## config.mk

```make
export PLATFORM = sky130hd
export DESIGN_NAME = darkbus_arb
export DESIGN_NICKNAME = d
export VERILOG_FILES = /design/src/rtl/darkbus_arb.sv
export SDC_FILE = /design/constraint.sdc
export NUM_CORES = 1
export LEC_CHECK = 0
export ABC_AREA = 1
export ABC_CLOCK_PERIOD_IN_PS = 1950
export BUFFER_PORTS_ARGS = -buffer_cell sky130_fd_sc_hd__buf_2
export CAP_MARGIN = 30
export CORE_MARGIN = 1.5
export CORE_UTILIZATION = 30
export CTS_CLUSTER_DIAMETER = 120
export DETAILED_ROUTE_END_ITERATION = 6
export PLACE_DENSITY = 0.68
export SLEW_MARGIN = 30
export SYNTH_ARGS = -nofsm -noshare
export SYNTH_HDL_FRONTEND = slang
export SYNTH_SLANG_ARGS = --single-unit
```

## constraint.sdc

```tcl
create_clock -name CLK -period 1.95 [get_ports CLK]
set_clock_uncertainty 0.1 [all_clocks]
set_input_delay 0.195 -clock CLK [delete_from_list [all_inputs] [get_ports CLK]]
set_output_delay 0.195 -clock CLK [all_outputs]
set_load 0.03 [all_outputs]
```

## src/rtl/darkbus_arb.sv

```systemverilog
// Two-master data-bus arbiter: round-robin owner selection, lane byte-enables, per-core HLT stall.
// Latency: DAS seen in IDLE -> M_REQ next cycle; M_ACK -> owner DATAI valid and HLT low next cycle.
// Backpressure: requesters are stalled via Rn_HLT until their access ends; a hung access aborts after TIMEOUT.
module darkbus_arb #(
    parameter int ADDR_W  = 32,
    parameter int DATA_W  = 32,
    parameter int TIMEOUT = 255
) (
    input  logic              CLK,
    input  logic              RES,
    input  logic              R0_DAS,
    input  logic              R0_DRD,
    input  logic              R0_DWR,
    input  logic [ADDR_W-1:0] R0_DADDR,
    input  logic [DATA_W-1:0] R0_DATAO,
    input  logic [2:0]        R0_DLEN,
    output logic [DATA_W-1:0] R0_DATAI,
    output logic              R0_HLT,
    input  logic              R1_DAS,
    input  logic              R1_DRD,
    input  logic              R1_DWR,
    input  logic [ADDR_W-1:0] R1_DADDR,
    input  logic [DATA_W-1:0] R1_DATAO,
    input  logic [2:0]        R1_DLEN,
    output logic [DATA_W-1:0] R1_DATAI,
    output logic              R1_HLT,
    output logic              M_REQ,
    output logic              M_WR,
    output logic [ADDR_W-1:0] M_ADDR,
    output logic [DATA_W-1:0] M_WDATA,
    output logic [3:0]        M_BE,
    input  logic [DATA_W-1:0] M_RDATA,
    input  logic              M_ACK,
    output logic [1:0]        GNT,
    output logic              ERR
);

    typedef enum logic [1:0] {ST_IDLE, ST_BUSY, ST_RESP} state_t;

    localparam logic [7:0] TO_LIMIT = 8'(TIMEOUT);

    state_t            state_q, state_d;
    logic              owner_q, owner_d;
    logic              last_q, last_d;
    logic [7:0]        cnt_q, cnt_d;
    logic              m_req_q, m_req_d;
    logic              m_wr_q, m_wr_d;
    logic [ADDR_W-1:0] m_addr_q, m_addr_d;
    logic [DATA_W-1:0] m_wdata_q, m_wdata_d;
    logic [3:0]        m_be_q, m_be_d;
    logic [1:0]        gnt_q, gnt_d;
    logic              err_q, err_d;
    logic [DATA_W-1:0] datai0_q, datai0_d;
    logic [DATA_W-1:0] datai1_q, datai1_d;

    logic              sel;
    logic [ADDR_W-1:0] sel_addr;
    logic [2:0]        sel_len;

    // Read qualifier carries no information: anything not a write is a read.
    logic unused_rd;
    assign unused_rd = R0_DRD ^ R1_DRD;

    function automatic logic [3:0] lane_be(input logic [2:0] len, input logic [1:0] a);
        case (len)
            3'd1:    return 4'b0001 << a;
            3'd2:    return 4'b0011 << {a[1], 1'b0};
            default: return 4'b1111;
        endcase
    endfunction

    // Lone requester wins; on a tie the one not served last wins.
    assign sel      = (R0_DAS & R1_DAS) ? ~last_q : R1_DAS;
    assign sel_addr = sel ? R1_DADDR : R0_DADDR;
    assign sel_len  = sel ? R1_DLEN  : R0_DLEN;

    // Next-state, bus latch, timeout and read-data capture.
    always_comb begin
        state_d   = state_q;
        owner_d   = owner_q;
        last_d    = last_q;
        cnt_d     = cnt_q;
        m_req_d   = m_req_q;
        m_wr_d    = m_wr_q;
        m_addr_d  = m_addr_q;
        m_wdata_d = m_wdata_q;
        m_be_d    = m_be_q;
        gnt_d     = gnt_q;
        err_d     = 1'b0;
        datai0_d  = datai0_q;
        datai1_d  = datai1_q;
        case (state_q)
            ST_IDLE: begin
                if (R0_DAS | R1_DAS) begin
                    state_d   = ST_BUSY;
                    owner_d   = sel;
                    last_d    = sel;
                    cnt_d     = 8'd0;
                    m_req_d   = 1'b1;
                    m_wr_d    = sel ? R1_DWR : R0_DWR;
                    m_addr_d  = {sel_addr[ADDR_W-1:2], 2'b00};
                    m_wdata_d = sel ? R1_DATAO : R0_DATAO;
                    m_be_d    = lane_be(sel_len, sel_addr[1:0]);
                    gnt_d     = sel ? 2'b10 : 2'b01;
                end
            end
            ST_BUSY: begin
                // An ACK arriving in the abort cycle still completes normally.
                if (M_ACK) begin
                    state_d = ST_RESP;
                    m_req_d = 1'b0;
                    if (owner_q) datai1_d = M_RDATA;
                    else         datai0_d = M_RDATA;
                end else if (cnt_q == TO_LIMIT) begin
                    state_d = ST_RESP;
                    m_req_d = 1'b0;
                    err_d   = 1'b1;
                    if (owner_q) datai1_d = DATA_W'(32'hDEADBEEF);
                    else         datai0_d = DATA_W'(32'hDEADBEEF);
                end else begin
                    cnt_d = cnt_q + 8'd1;
                end
            end
            ST_RESP: begin
                state_d = ST_IDLE;
                gnt_d   = 2'b00;
            end
            default: begin
                state_d = ST_IDLE;
                m_req_d = 1'b0;
                gnt_d   = 2'b00;
            end
        endcase
    end

    // State and registered outputs, cleared asynchronously.
    always_ff @(posedge CLK or negedge RES) begin
        if (!RES) begin
            state_q   <= ST_IDLE;
            owner_q   <= 1'b0;
            last_q    <= 1'b1;
            cnt_q     <= 8'd0;
            m_req_q   <= 1'b0;
            m_wr_q    <= 1'b0;
            m_addr_q  <= '0;
            m_wdata_q <= '0;
            m_be_q    <= 4'b0000;
            gnt_q     <= 2'b00;
            err_q     <= 1'b0;
            datai0_q  <= '0;
            datai1_q  <= '0;
        end else begin
            state_q   <= state_d;
            owner_q   <= owner_d;
            last_q    <= last_d;
            cnt_q     <= cnt_d;
            m_req_q   <= m_req_d;
            m_wr_q    <= m_wr_d;
            m_addr_q  <= m_addr_d;
            m_wdata_q <= m_wdata_d;
            m_be_q    <= m_be_d;
            gnt_q     <= gnt_d;
            err_q     <= err_d;
            datai0_q  <= datai0_d;
            datai1_q  <= datai1_d;
        end
    end

    // Stall is combinational so an idle core is never held and the owner is released in RESP.
    assign R0_HLT = R0_DAS & ~((state_q == ST_RESP) & ~owner_q);
    assign R1_HLT = R1_DAS & ~((state_q == ST_RESP) &  owner_q);

    assign R0_DATAI = datai0_q;
    assign R1_DATAI = datai1_q;
    assign M_REQ    = m_req_q;
    assign M_WR     = m_wr_q;
    assign M_ADDR   = m_addr_q;
    assign M_WDATA  = m_wdata_q;
    assign M_BE     = m_be_q;
    assign GNT      = gnt_q;
    assign ERR      = err_q;

endmodule

```

[Yosys cells after proc, flatten, opt, wreduce, memory -nomap -nowiden]
Index checks and enable logic that the tools add are counted.
Word-level totals
  flip-flop bits (word level): 147
  input bits: 175
  output and inout bits: 139
  word-level logic and storage cells: 79
Operators by class
  add/subtract/negate cells: 1
  eq/ne operators: 9
  shifts and indexed selects: 2
  mux-type cells: 32
  bitwise operators: 12
  reductions and logical operators: 10
Operators by type and width (count)
  two-way mux 32 bit: 10
  two-way mux 8 bit: 3
  one-hot mux 8 bit (2 select lines): 1
  two-way mux 2 bit: 5
  AND reduction 3 bit: 3
  adder 8 x 1 -> 8 bit, second input constant: 1
  == test 8 bit, second input constant: 1
  two-way mux 1 bit: 8
  one-hot mux 2 bit (2 select lines): 2
  one-hot mux 4 bit (2 select lines): 1
  inequality test 2 bit, second input constant: 3
  inverter 1 bit: 6
  AND reduction 2 bit: 3
  bitwise AND 1 bit: 5
  AND reduction 4 bit: 1
  nonzero test 2 bit: 2
  left shift 1 x 2 -> 4 bit, first input constant: 1
  left shift 2 x 2 -> 4 bit, first input constant: 1
  == test 3 x 1 -> 1 bit, second input constant: 1
  == test 3 x 2 -> 1 bit, second input constant: 1
  two-way mux 3 bit: 1
  inequality test 3 bit, second input constant: 1
  one-hot mux 1 bit (3 select lines): 1
  == test 2 x 1 -> 1 bit, second input constant: 1
  3 further kinds: 3

[Longest topological paths before layout]
  depth in word-level cells: 5
  mapped depth: 9
  gate-level depth less buffers: 9

[Worst setup path after synthesis]
No wires, ideal clock.
  path type: flip-flop to flip-flop
  start point: reg cnt_q[0]
  end point: reg datai0_q[15] (netlist: R0_DATAI[15])
  setup time: 0.121 ns
  data arrival time: 1.461 ns
  path slack: 0.268 ns
  cell stages (with the launch flop): 10
  buffers on the path: 1
  clock period less this slack: 1.682 ns
  cells stage by stage: dfrtp_1 > ha_1 > nand2_1 > nor2_4 > nand3_4 > a21oi_4 > nand2_4 > buf_6 > nand2_1 > o21ai_2
On the way
  cells in the longest elaborated chain, start to end: 3
Ends and longest elaborated chain
  from (decl): RTL line 45  | logic [7:0] cnt_q, cnt_d;
  from (signal assigned): RTL line 156  | cnt_q <= cnt_d;
  == test 8 bit: RTL line 114  | end else if (cnt_q == TO_LIMIT) begin
  nonzero test 2 bit (no source line)
  AND reduction 3 bit (no source line)
  to (signal assigned): RTL line 164  | datai0_q <= datai0_d;
  to (decl): RTL line 53  | logic [DATA_W-1:0] datai0_q, datai0_d;
No other way between the ends.
A chain may end at the register's enable or synchronous reset.

[Worst setup path after layout]
  start point: reg cnt_q[0]
  end point: reg datai0_q[28] (netlist: R0_DATAI[28])
The elaborated chain is that of the path after synthesis.

==> key figures <==
Timing
  • Max Fclk: 536 MHz
  • Min cycle time layout: 1.87 ns
  • Setup ws final: 0.0829 ns
  • Final hold violation count: 0
  • RSZ-0062 raised after global routing: no
  • Pins Over Slew Limit: 0
  • # setup viols final: 0
  • Setup TNS: 0 ns
  • Final period utilization: 95.7%

Detailed routing
  • Pre-antenna DRT Iters: 7
  • Remaining DRCs: 0
  • Routed WL: 22.8 mm
  • Via count: 7042
  • Detailed router's first-iteration violation count: 306
  • WL per Instance: 15.4 µm
  • ANT nets after route: 0
  • Vias per cell: 4.74

Yosys
  • Seq/Total Area, Yosys: 56.6%
  • Number of flops mapped to enable cells by yosys: 0
  • Commonest register cell after synthesis: dfrtp_1
  • Yosys top cell area share: 56.2%
  • YS warnings: 0
  • Largest family of logic cells by synthesized area: simple AND/OR/NAND/NOR gates
  • XOR/XNOR Fraction of Synth Area: 0.135%
  • FF+latch count, synth: 147
  • Post-Syn Area: 0.00651 mm²
  • Synth cell types: 30
  • Synth Area in Adders: 0.192%
  • Ranking of synthesized cells by area: dfrtp_1 (56%), nand2_1 (9.8%), nand3_1 (7.8%), o21ai_0 (5.4%), o21ai_1 (4.5%)
  • Share of synthesized registers carrying an async set or reset: 100%
  • Synth Area in Simple Gates: 23.9%
  • Synth area leader: dfrtp_1
  • Most numerous cell in the Yosys netlist: nand2_1
  • Syn Area/Cell: 8.76 µm²
  • Multiplexer share of the synthesized area: 0%
  • Post-Syn Instances: 743
  • Post-synth top cells: nand2_1 (169), dfrtp_1 (146), nand3_1 (101), nor2_1 (76), o21ai_0 (70)
  • Compound-Gate Fraction of Synth Area: 13.1%

Setup path
  • CP Launch Type: flip-flop
  • R2R depth: 9
  • Worst-path maximum fanout: 64
  • Critical Path RT: 2.14 ns
  • CP Class: flip-flop to flip-flop
  • Critical Path AT: 2.06 ns
  • Reg2reg setup slack: 0.08 ns
  • Critical Path Sink Type: flip-flop

Run
  • Max_cap viols: 0

Floorplanning
  • I/O Pins: 314
  • Die W: 150 µm
  • Initial Util: 30.8%
  • Rows: 53
  • Die H: 150 µm
  • Die ar.: 0.0226 mm²
  • CORE AREA: 0.0212 mm²

Layout
  • Layout net count: 1373
  • Ant diodes: 0
  • FF+latch area: 0.00368 mm²
  • Footprint of the multi-input gates: 0.00245 mm²
  • Synth-to-Final Area Change: 60.7%
  • Filler instances: 1955
  • Ratio of cells with drive above 1 in the final layout: 32.6%

Placement
  • Setup slack after placement: 0.107 ns
  • Port buffer count: 309
  • Hpwl dp: 14.7 mm
  • Placer Congestion: 0.782

Global route
  • First-pass GRT wire length: 36.2 mm
  • Pin count of the biggest net entering global routing: 65
  • Vias in the first global route: 7201
  • Initial antenna violation count: 1
  • Gr ovfl total: 0
  • Global Route Usage Sum: 20.5%

Pwr
  • Leak pwr: 5.31 nW
  • Max IR drop VDD: 789 µV
  • Pwr/cell area: 1570 mW/mm²

Hold path
  • Hold path cells: 3
  • Hold crit path type: input pin to flip-flop

CTS
  • H-tree depth: 4
  • Setup bufs post-CTS: 0
  • Clk_lat worst skew: 0.41 ns
  • Longest Clk Path Bufs: 2
  • Clock root buffer: clkbuf_16
  • TritonCTS buffer count: 17
  • CTS sink count: 147
  • Reg clk slew, reported paths: 0.06 ns
  • CTS tree: built

Run status
  • Status: completed
sequential cells by signal, summed over array words and instances, names as in the netlist:
register / cells
R1_DATAI: 32
cnt_q: 8
state_q: 2
M_WR: 1
owner_q: 1
M_WDATA: 32
R0_DATAI: 32
GNT: 2
last_q: 1
ERR: 1
M_REQ: 1
M_BE: 4
M_ADDR: 30
timing repair:
action / in CTS / in global routing
resized for setup: 0 / 2
endpoints found under the hold margin: 250 / 0
hold buffers: 151 / 0
endpoints found under the setup margin: 0 / 4
report_power, final:
part	total [mW]	leakage (nW)	internal [mW]	switching, mW
clock	3.18	0.263	1.84	1.34
sequential	5.26	1.80	4.47	0.795
combinational	7.94	3.24	2.40	5.54
cells by family after synthesis:
| logic type | after synthesis |
|---|---|
| AOI/OAI and AO/OA | 155 |
| buffers and inverters | 76 |
| other | 1 |
| and+or+nand+nor | 362 |
| xor gates and xnor gates | 1 |
| adders and majority gates | 1 |
| DFF | 147 |
layout by cell type (no fill, tap or decap), types with 2 or more instances in the layout:
| master | instances |
|---|---|
| clkbuf_8 | 2 |
| nand3_1 | 101 |
| buf_12 | 6 |
| dfrtp_1 | 146 |
| buf_4 | 17 |
| buf_6 | 2 |
| inv_1 | 22 |
| nand2_1 | 168 |
| nor2_1 | 76 |
| or2_2 | 2 |
| clkinvlp_4 | 4 |
| clkbuf_1 | 3 |
| inv_2 | 4 |
| a21oi_1 | 8 |
| clkinv_4 | 2 |
| a31o_2 | 2 |
| nand3b_1 | 4 |
| clkbuf_16 | 17 |
| conb_1 | 2 |
| buf_2 | 308 |
| o21ai_1 | 58 |
| o21ai_0 | 70 |
| nand2_4 | 3 |
| nand2_2 | 2 |
| nand4_1 | 2 |
| o21ai_2 | 16 |
| inv_6 | 2 |
| dlygate4sd3_1 | 151 |
area by class of cell:
cell class | instances | share of cell area (%)
clock buffer | 22 | 4.44
clock inverter | 10 | 0.957
inverter | 26 | 0.933
multi-input combinational | 521 | 23.4
sequential | 147 | 35.2
tap | 275 | 3.29
timing repair buffer | 484 | 31.8
worst max-delay path, cell delays in order, from the launching register on:
cell	delay [ns]
dfrtp_1	0.40
ha_1	0.18
nand2_1	0.10
nor2_4	0.14
nand3_4	0.12
a21oi_4	0.22
nand2_4	0.07
buf_12	0.19
nand2_1	0.09
o21ai_1	0.07
per-layer routing:
metal / GRT usage [%] / up-vias / share of wire [%]
met5: 0 / - / 0.057
met4: 9.07 / 2 / 2.9
met3: 5.61 / 51 / 7.7
met2: 35.6 / 354 / 49
met1: 23.6 / 3269 / 40
li1: - / 3366 / -
worst paths after layout:
kind,start,to
min reg2reg,last_q$_DFFE_PN1P_,last_q$_DFFE_PN1P_
max in group asynchronous,RES,R0_DATAI[0]$_DFFE_PN0P_
max reg2reg,cnt_q[0]$_DFFE_PN0P_,R0_DATAI[28]$_DFFE_PN0P_
max,cnt_q[0]$_DFFE_PN0P_,R0_DATAI[28]$_DFFE_PN0P_
min,R0_DATAO[4],M_WDATA[4]$_DFFE_PN0P_
min in group asynchronous,RES,R0_DATAI[15]$_DFFE_PN0P_
metrics by stage:
stage | cells | area [µm²] | utilization (%) | total power, mW | hold WS [ns]
CTS | 1485 | 10400 | 49.4 | 16.4 | 0.00122
floorplan | 744 | 6510 | - | 10.4 | -0.201
detailed placement | 1302 | 8370 | 39.6 | 13.0 | 0.0349
global route | 1485 | 10500 | 49.4 | 17.4 | 0.0110
global placement | 1302 | 8370 | 39.6 | 12.8 | 0.0353
finish | 1485 | 10500 | 49.4 | 16.4 | 0.0252
(Power assumes the default switching activity.)
